### config.mk
export PLATFORM = sky130hd
export DESIGN_NAME = alu_core
export DESIGN_NICKNAME = d
export VERILOG_FILES = /design/src/rtl/alu_core.sv
export SDC_FILE = /design/constraint.sdc
export NUM_CORES = 1
export LEC_CHECK = 0
export CORE_ASPECT_RATIO = 1.4
export CORE_UTILIZATION = 50
export DETAILED_ROUTE_END_ITERATION = 16
export PLACE_DENSITY = 0.79
export SLEW_MARGIN = 20
export SYNTH_ARGS = -nofsm -noshare
export SYNTH_HDL_FRONTEND = slang
export SYNTH_SLANG_ARGS = --single-unit
export TNS_END_PERCENT = 50
### constraint.sdc
create_clock -name clk -period 4.9 [get_ports clk]
set_clock_uncertainty 0.15 [all_clocks]
set_input_delay 1.225 -clock clk [delete_from_list [all_inputs] [get_ports clk]]
set_output_delay 1.225 -clock clk [all_outputs]
set_load 0.02 [all_outputs]
### src/rtl/alu_core.sv
// 32-bit sequential ALU with ready/valid handshake: INIT -> IDLE -> EXEC -> DONE.
// Define ALU_MUL_EN to enable opcode 8 (iterative 32-cycle shift-add multiply).
module alu_core #(
    parameter int WIDTH = 32
) (
    input  logic             clk,
    input  logic             reset,
    input  logic [WIDTH-1:0] i_a,
    input  logic [WIDTH-1:0] i_b,
    input  logic [3:0]       i_cmd,
    output logic [WIDTH-1:0] o_result,
    output logic             o_valid,
    output logic             o_ready
);

    localparam int SHW = $clog2(WIDTH);
    localparam logic [WIDTH-1:0] WIDTH_V = WIDTH;

    localparam logic [3:0] OP_NOP = 4'd0;
    localparam logic [3:0] OP_ADD = 4'd1;
    localparam logic [3:0] OP_SUB = 4'd2;
    localparam logic [3:0] OP_SHL = 4'd3;
    localparam logic [3:0] OP_SHR = 4'd4;
    localparam logic [3:0] OP_AND = 4'd5;
    localparam logic [3:0] OP_OR  = 4'd6;
    localparam logic [3:0] OP_XOR = 4'd7;
`ifdef ALU_MUL_EN
    localparam logic [3:0] OP_MUL = 4'd8;
    localparam logic [SHW-1:0] CNT_LAST = SHW'(WIDTH - 1);
`endif

    typedef enum logic [1:0] {
        ST_INIT,
        ST_IDLE,
        ST_EXEC,
        ST_DONE
    } state_t;

    state_t           state_q, state_d;
    logic [WIDTH-1:0] a_q, a_d;
    logic [WIDTH-1:0] b_q, b_d;
    logic [3:0]       cmd_q, cmd_d;
    logic [WIDTH-1:0] result_q, result_d;
    logic [WIDTH-1:0] alu_res;
    logic             shift_big;

`ifdef ALU_MUL_EN
    logic [WIDTH-1:0] acc_q, acc_d;
    logic [SHW-1:0]   cnt_q, cnt_d;
    logic [WIDTH-1:0] mul_step;

    // One shift-add step: a_q holds a<<k, b_q holds b>>k on iteration k.
    assign mul_step = acc_q + (b_q[0] ? a_q : '0);
`endif

    assign shift_big = (b_q >= WIDTH_V);

    always_comb begin
        alu_res = '0;
        case (cmd_q)
            OP_ADD:  alu_res = a_q + b_q;
            OP_SUB:  alu_res = a_q - b_q;
            OP_SHL:  alu_res = shift_big ? '0 : (a_q << b_q[SHW-1:0]);
            OP_SHR:  alu_res = shift_big ? '0 : (a_q >> b_q[SHW-1:0]);
            OP_AND:  alu_res = a_q & b_q;
            OP_OR:   alu_res = a_q | b_q;
            OP_XOR:  alu_res = a_q ^ b_q;
            default: alu_res = '0;
        endcase
    end

    always_comb begin
        state_d  = state_q;
        a_d      = a_q;
        b_d      = b_q;
        cmd_d    = cmd_q;
        result_d = result_q;
`ifdef ALU_MUL_EN
        acc_d    = acc_q;
        cnt_d    = cnt_q;
`endif
        case (state_q)
            ST_INIT: state_d = ST_IDLE;
            ST_IDLE: begin
                if (i_cmd != OP_NOP) begin
                    a_d     = i_a;
                    b_d     = i_b;
                    cmd_d   = i_cmd;
                    state_d = ST_EXEC;
`ifdef ALU_MUL_EN
                    acc_d   = '0;
                    cnt_d   = '0;
`endif
                end
            end
            ST_EXEC: begin
`ifdef ALU_MUL_EN
                if (cmd_q == OP_MUL) begin
                    a_d   = a_q << 1;
                    b_d   = b_q >> 1;
                    acc_d = mul_step;
                    cnt_d = cnt_q + 1'b1;
                    if (cnt_q == CNT_LAST) begin
                        result_d = mul_step;
                        state_d  = ST_DONE;
                    end
                end else begin
                    result_d = alu_res;
                    state_d  = ST_DONE;
                end
`else
                result_d = alu_res;
                state_d  = ST_DONE;
`endif
            end
            ST_DONE: state_d = ST_IDLE;
            default: state_d = ST_INIT;
        endcase
    end

    always_ff @(posedge clk or negedge reset) begin
        if (!reset) begin
            state_q  <= ST_INIT;
            a_q      <= '0;
            b_q      <= '0;
            cmd_q    <= OP_NOP;
            result_q <= '0;
`ifdef ALU_MUL_EN
            acc_q    <= '0;
            cnt_q    <= '0;
`endif
        end else begin
            state_q  <= state_d;
            a_q      <= a_d;
            b_q      <= b_d;
            cmd_q    <= cmd_d;
            result_q <= result_d;
`ifdef ALU_MUL_EN
            acc_q    <= acc_d;
            cnt_q    <= cnt_d;
`endif
        end
    end

    // Handshake outputs decode straight from the state register, so they never overlap.
    assign o_result = result_q;
    assign o_valid  = (state_q == ST_DONE);
    assign o_ready  = (state_q == ST_IDLE);

endmodule

### Word level (Yosys, flattened, before mapping)

Cells that the tools add are included.

| storage, ports and cells | value |
|---|---|
| bits in registers | 102 |
| input bits | 70 |
| output and inout port bits | 34 |
| logic and storage cells | 33 |

| cells by class | value |
|---|---|
| bitwise logic cells | 3 |
| shifts and indexed selects | 2 |
| mux-type cells | 5 |
| reduce and logical (&&, ||, !) cells | 4 |
| eq/ne operators | 11 |
| order comparisons | 1 |
| add/sub/neg operators | 2 |

Operators with widths:

| cell | count |
|---|---|
| 32-bit case mux with 7 select lines | 1 |
| 32-bit two-way mux | 2 |
| 32-bit adder | 1 |
| 32-bit AND | 1 |
| 32-bit by 6-bit greater-or-equal comparator with 1-bit output (second input constant) | 1 |
| 32-bit bitwise OR | 1 |
| 32-bit by 5-bit left shift with 32-bit output | 1 |
| 32-bit by 5-bit right shift with 32-bit output | 1 |
| 32-bit subtractor | 1 |
| 32-bit bitwise XOR | 1 |
| 4-bit by 3-bit equality test with 1-bit output (second input constant) | 4 |
| 4-bit by 2-bit equality test with 1-bit output (second input constant) | 2 |
| 2-bit case mux with 3 select lines | 1 |
| 2-bit equality test (second input constant) | 2 |
| 4-bit by 1-bit equality test with 1-bit output (second input constant) | 1 |
| 4-bit nonzero test | 1 |
| 2-bit by 1-bit equality test with 1-bit output (second input constant) | 1 |
| 2-bit logical NOT | 1 |
| 2-bit two-way mux | 1 |
| 2-bit by 1-bit inequality test with 1-bit output (second input constant) | 1 |
| 2-bit AND reduction | 1 |
| 2-bit OR reduction | 1 |

### Depth between registers and ports, before layout

Gate-level depths: netlist of the first run.

| depth | value |
|---|---|
| depth after elaboration | 3 |
| mapped depth | 20 |
| mapped depth without buffers | 17 |

### Worst setup path before layout of the first run

No wires, ideal clock.

| timing | value |
|---|---|
| kind | reg-to-reg |
| start | reg b_q[1] |
| end | reg result_q[27], in the netlist o_result[27] |
| path buffers | 2 |
| cell stages (with the launch flop) | 19 |
| arrival | 3,605 ps |
| required time | 4,626 ps |
| setup slack | 1,021 ps |
| period minus slack after synthesis | 3,879 ps |
| cells stage by stage | dfrtp_1 -> buf_2 -> buf_6 -> inv_2 -> ha_1 -> and4_1 -> nand2_1 -> nor2_1 -> nand2_1 -> o31ai_1 -> xnor2_1 -> ha_1 -> and3_1 -> and3_1 -> inv_1 -> a211oi_1 -> o2111ai_1 -> o2111a_1 -> a211o_1 |

| between the ends | value |
|---|---|
| cells in the longest elaborated chain, start to end | 3 |
| elaborated cells between the ends (all ways) | 8 |

Ends and longest elaborated chain:

| what | RTL line | RTL |
|---|---|---|
| start: declaration | 41 | `logic [WIDTH-1:0] b_q, b_d;` |
| start signal: assignment | 125 | `b_q <= '0;` |
| start signal: assignment | 135 | `b_q <= b_d;` |
| 32-bit by 6-bit greater-or-equal comparator with 1-bit output (tied with other cells) | 56 | `assign shift_big = (b_q >= WIDTH_V);` |
| 32-bit two-way mux (on tied branches) | 64, 63 |  |
| 32-bit case mux with 7 select lines (*) | 60 | `case (cmd_q)` |
| end signal: assignment | 137 | `result_q <= result_d;` |
| end: declaration | 43 | `logic [WIDTH-1:0] result_q, result_d;` |

Every way passes the cells marked *; elsewhere a longest branch is shown, timed or not.
A chain may end at the register's enable or synchronous reset.

### Worst setup path in the final report of the first run

| timing | value |
|---|---|
| start | reg b_q[0] |
| end | reg result_q[27], in the netlist o_result[27] |

The elaborated chain is that of the path after synthesis.

==> flow_summary.ini, run 1 <==
[placed_design]
io_buffer_count = 103
dp_hpwl_mm = 32.83
place_congestion = 0.9939
dp.cells = 1677

[die]
fp-row-count = 65
dieArea_mm2 = 0.02362
core_area_mm2 = 0.02253
start_util = 0.5105
dieWidth_um = 130.2
io_pins = 104
die_height_um = 181.5

[timing]
min_period_ns = 4.525
hold_violations = 0
rsz0062_at_grt = false
post-route-period-util = 0.9235
setup_tns_ns = 0
hold_ws_ns = 0.3500
slew-limit-headroom = 0.3305
fmax_ghz = 0.2210
drv_slew = 0
worst_pin_slew_ns = 1.001
setup_violations = 0

[critical_path]
crit_fanout = 43
reg2reg_depth = 13
arrival_ns = 4.64
critPathRequiredTime_ns = 5.01
criticalPathCategory = flip-flop to flip-flop
critPathCaptureType = flip-flop
worstReg2RegStart = b_q[0]
rrSetupSlack_ns = 0.37
start_kind = flip-flop
rr_endpoint = o_result[27]

[clock_tree]
postCtsSetupRepairBufs = 0
numCtsBuffers = 9
ctsResizeCount = 0
clock-sinks = 102
clk_path_buf_depth = 2
cts_tree = yes
clk_pin_slew_ns = 0.08
cts-htree-levels = 3
postCtsHoldBufs = 0
cts-root-buf = clkbuf_16
clock_latency_ns = 0.38

[worst_hold_path]
min_path_cells = 2
min_to = o_result[1]
hold_path_class = flip-flop to flip-flop
min_from = o_result[1]

[drt]
drtIter0Drc = 1323
route.vias.total = 11270
drc_errors = 0
viasPerCell = 6.657
wl_per_cell_um = 25.67
drt_wl_total_mm = 43.46
dr.pass1.iters = 6
detail-route-antenna-nets = 0

[cells_and_area]
stdcell_count = 1693
diodes = 0
drive_gt1_frac = 0.1430
syn_to_final_growth_pct = 14.00
fillers = 2037
nets = 1559

[synthesis]
ys_warn_count = 0
synth_cells = 1322
synth-main-ff-cell = dfrtp_1
synth_edf_count = 0
yosysSeqAreaShare = 0.2219
syn_nets = 1494
synth_cell_types = 68
ys_ff_latch = 102
async_reset_ff_frac = 1.000
synth_area_mm2 = 0.01150
synth.avg_cell_area_um2 = 8.700

[global_route]
use_met1 = 0.4800
antenna_found_initial = 0
use_met2 = 0.5794
grt_max_degree = 73
grt_overflow = 0
gr-usage-met3 = 0.07572
grt_pass1_wl_mm = 65.45
busiest_layer = met2
grt_pass1_vias = 10890
grt_use_total = 0.3812

[flow_run]
maxCapViolCount = 0

[run_status]
status = finished clean
-- critical path, cell delays in order (launching register included) --
cell       delay (ns)
dfrtp_4          0.40
buf_4            0.36
buf_4            0.64
nor3_1           0.18
nor2_1           0.16
xnor2_1          0.09
ha_1             0.36
nand2_1          0.08
a21oi_1          0.30
o21ai_1          0.18
a211oi_1         0.59
o2111ai_1        0.32
o2111a_1         0.32
a211o_1          0.26
-- cells in the mapped netlist, types with 5 or more instances --
| library cell | number | area [um2] |
|---|---|---|
| o21a_1 | 6 | 45.04 |
| a221o_1 | 13 | 130.1 |
| mux2_2 | 74 | 833.3 |
| buf_1 | 13 | 48.80 |
| o22ai_1 | 23 | 143.9 |
| o21ai_0 | 69 | 345.3 |
| nand3_1 | 28 | 140.1 |
| or3_1 | 9 | 56.30 |
| a31oi_1 | 18 | 112.6 |
| dfrtp_1 | 102 | 2552 |
| nand2b_1 | 9 | 56.30 |
| buf_2 | 15 | 75.07 |
| nand4_1 | 6 | 37.54 |
| a221oi_1 | 8 | 70.07 |
| mux4_2 | 58 | 1306 |
| a211oi_1 | 6 | 45.04 |
| o31ai_1 | 12 | 90.09 |
| o21ai_1 | 10 | 50.05 |
| inv_1 | 95 | 356.6 |
| a22oi_1 | 36 | 270.3 |
| a21o_1 | 10 | 75.07 |
| nand2_1 | 90 | 337.8 |
| clkbuf_1 | 52 | 195.2 |
| a21oi_1 | 88 | 440.4 |
| nor3_1 | 30 | 150.1 |
| o221ai_1 | 6 | 52.55 |
| o2bb2ai_1 | 6 | 52.55 |
| o211ai_1 | 7 | 52.55 |
| xnor2_1 | 44 | 385.4 |
| and3_1 | 6 | 37.54 |
| mux2i_1 | 49 | 490.5 |
| xor2_1 | 5 | 43.79 |
| nor2_1 | 154 | 578.1 |
| ha_1 | 101 | 1264 |
| o21bai_1 | 6 | 45.04 |
| nor2b_1 | 5 | 31.28 |
-- per-stage QoR --
step	area [um2]	utilization	worst slack [ns]
4_1_cts	13110	0.5820	0.4142
5_1_grt	13110	0.5820	0.03917
2_1_floorplan	11500	-	1.021
3_3_place_gp	12830	0.5694	0.5244
6_report	13110	0.5820	0.3748
3_5_place_dp	12830	0.5694	0.4549
-- final cells by class --
type	instances	area [um2]	share of cell area
multi-input cells	1038	8212	0.6263
flip-flops and latches	102	2560	0.1952
repair buffers	140	1319	0.1006
well taps	301	376.6	0.02872
inverters	96	360.3	0.02748
clock buffers	10	229.0	0.01746
clock inverters	6	55.05	0.004199
-- worst max-delay path by stage --
stage	from	to	slack [ns]	cells after the start
final	b_q[0]	o_result[27]	0.37	13
after global routing	b_q[0]	o_result[27]	0.04	13
after CTS	b_q[0]	o_result[27]	0.41	13
after detailed placement	b_q[0]	o_result[27]	0.45	13
after global placement	b_q[0]	o_result[27]	0.52	13
after floorplan	b_q[1]	o_result[27]	1.02	18
-- cell families after synthesis --
group                    share of synthesized area
multiplexers                                0.2310
adder cells (fa/ha/maj)                     0.1116
buffers and inverters                      0.06538
AND/OR/NAND/NOR                             0.1366
AO/OA/AOI/OAI                               0.1961
flip-flops                                  0.2219
XOR/XNOR                                   0.03731
-- routing by layer --
| layer | part of all wire | vias to the layer above | wire, um |
|---|---|---|---|
| li1 | - | 4992 | - |
| met1 | 0.38 | 5430 | 16430 |
| met2 | 0.45 | 681 | 19640 |
| met3 | 0.092 | 168 | 4010 |
| met4 | 0.078 | 0 | 3382 |
| met5 | 0 | - | 0 |
-- cells in the final DEF, fill, tap and decap left out, drive strengths merged, types with 7 or more instances in the layout --
cell,count
nor2,154
clkdlybuf4s50,102
dfrtp,102
ha,101
inv,98
nand2,90
a21oi,88
o21ai,79
mux2,74
mux4,59
mux2i,49
xnor2,44
buf,38
a22oi,36
nor3,31
nand3,28
o22ai,23
a31oi,18
a221o,13
o31ai,12
a21o,10
clkbuf,10
or3,9
nand2b,9
a221oi,8
o211ai,7
nand4,7
-- registers in the layout (all words and copies together) (netlist names) --
| signal | flops |
|---|---|
| cmd_q | 4 |
| b_q | 32 |
| a_q | 32 |
| o_result | 32 |
| state_q | 2 |
Power of run 1 is left out: the tool's default activity adds up to more than one toggle a clock period on the data nets, which glitch-free logic cannot reach.
==> run 2: changes to the inputs <==
==> constraint.sdc (replaced) <==
create_clock -name clk -period 4.9 [get_ports clk]
set_clock_uncertainty 0.15 [all_clocks]
set_input_delay 0.98 -clock clk [delete_from_list [all_inputs] [get_ports clk]]
set_output_delay 0.98 -clock clk [all_outputs]
set_load 0.02 [all_outputs]
==> run 2 against run 1 <==
  * Non-clock buffer count decreased by 6
  * Cell area is 0.27% lower
  * Count of clock-buffer cells in the layout is 1 higher
  * Sequential share of layout area is 0.052 points higher
  * Via count about the same
  * Register-to-register slack better by 0.08 ns
  * Core utilization decreased by 0.16 points
  * Sequential cell count unchanged
==> flow_summary.ini, run 2 (same netlist as run 1, synthesis figures left out) <==
[critical_path]
critPathCaptureType = flip-flop
reg2reg_depth = 17
path_depth = 17
crit_fanout = 7
slowest_delay_ns = 0.47
path_buf_inv = 1
start_kind = flip-flop
critPathRequiredTime_ns = 5.07
path_cells = inv_1 > ha_1 > and4_1 > nand2_1 > nor2_1 > nand2_1 > o21ai_0 > o21ai_0 > xnor2_1 > ha_1 > nand3_1 > nor2_1 > nor2_1 > o21ai_0 > nor3_1 > a2111oi_0 > a211o_1
critPathTopFamily = compound AO/OA/AOI/OAI gates
slowest_stage = dfrtp_4
criticalPathCategory = flip-flop to flip-flop
arrival_ns = 4.62

[timing]
post-route-period-util = 0.9070
hold_ws_ns = 0.3526
rsz0062_at_grt = false
hold_violations = 0
min_period_ns = 4.444
worst_pin_slew_ns = 1.133
slew-limit-headroom = 0.2391
setup_violations = 0
fmax_ghz = 0.2250
setup_tns_ns = 0
drv_slew = 0

[placed_design]
place_congestion = 1.055
dp_hpwl_mm = 32.92
dp.cells = 1671
io_buffer_count = 103

[drt]
route.vias.total = 11280
wl_per_cell_um = 26.06
drtIter0Drc = 1509
viasPerCell = 6.686
detail-route-antenna-nets = 0
drc_errors = 0
drt_wl_total_mm = 43.96
dr.pass1.iters = 6

[global_route]
grt_overflow = 0
grt_pass1_wl_mm = 65.93
antenna_found_initial = 0
grt_pass1_vias = 10970
grt_use_total = 0.3853
grt_max_degree = 72

[run_status]
status = finished clean

[clock_tree]
cts-htree-levels = 3
clk_path_buf_depth = 2
postCtsSetupRepairBufs = 0
numCtsBuffers = 9
postCtsHoldBufs = 0
cts-root-buf = clkbuf_16
ctsResizeCount = 0
clk_pin_slew_ns = 0.08
clock_latency_ns = 0.38
clock-sinks = 102
cts_tree = yes

[cells_and_area]
diodes = 0
final_common_cell = nor2_1
nets = 1553
syn_to_final_growth_pct = 13.70
final_cell_mix = 154 x nor2_1, 102 x clkdlybuf4s50_1, 101 x ha_1
fillers = 2031
drive_gt1_frac = 0.1400
stdcell_count = 1687

[die]
start_util = 0.5105
dieArea_mm2 = 0.02362
dieWidth_um = 130.2
die_height_um = 181.5
fp-row-count = 65
io_pins = 104
core_area_mm2 = 0.02253

[worst_hold_path]
hold_path_class = flip-flop to flip-flop
min_path_cells = 1

[flow_run]
maxCapViolCount = 0
## run 2: area by class of cell
type,instances,area (um2),share of cell area
Clock buffer,11,252.7,0.01933
Clock inverter,5,41.29,0.003158
Inverter,96,360.3,0.02756
Multi-Input combinational cell,1038,8212,0.6280
Sequential cell,102,2560,0.1958
Tap cell,301,376.6,0.02880
Timing Repair Buffer,134,1274,0.09741
## run 2: final timing paths
path	slack [ns]	start	to
max in group asynchronous	3.00	reset	o_result[23]
min	0.35	o_result[4]	o_result[4]
min in group asynchronous	0.57	reset	a_q[6]
max reg2reg	0.46	b_q[0]	o_result[31]
max	0.46	b_q[0]	o_result[31]
min reg2reg	0.35	o_result[4]	o_result[4]
## run 2: through the flow
stage / area [um2] / setup WS, ns / util
finish: 13080 / 0.4556 / 0.5805
global route: 13080 / 0.07423 / 0.5805
CTS: 13080 / 0.5124 / 0.5805
detailed placement: 12780 / 0.5541 / 0.5674
global placement: 12780 / 0.6118 / 0.5674
floorplan: 11500 / 1.021 / -
## run 2: routing by layer
| metal | GRT usage | up-vias | part of all wire |
|---|---|---|---|
| met5 | 0 | - | 0 |
| met4 | 0.2693 | 0 | 0.079 |
| met3 | 0.07307 | 200 | 0.094 |
| met2 | 0.5955 | 716 | 0.46 |
| met1 | 0.4800 | 5380 | 0.37 |
| li1 | - | 4983 | - |
Power of run 2 is left out for the same reason.
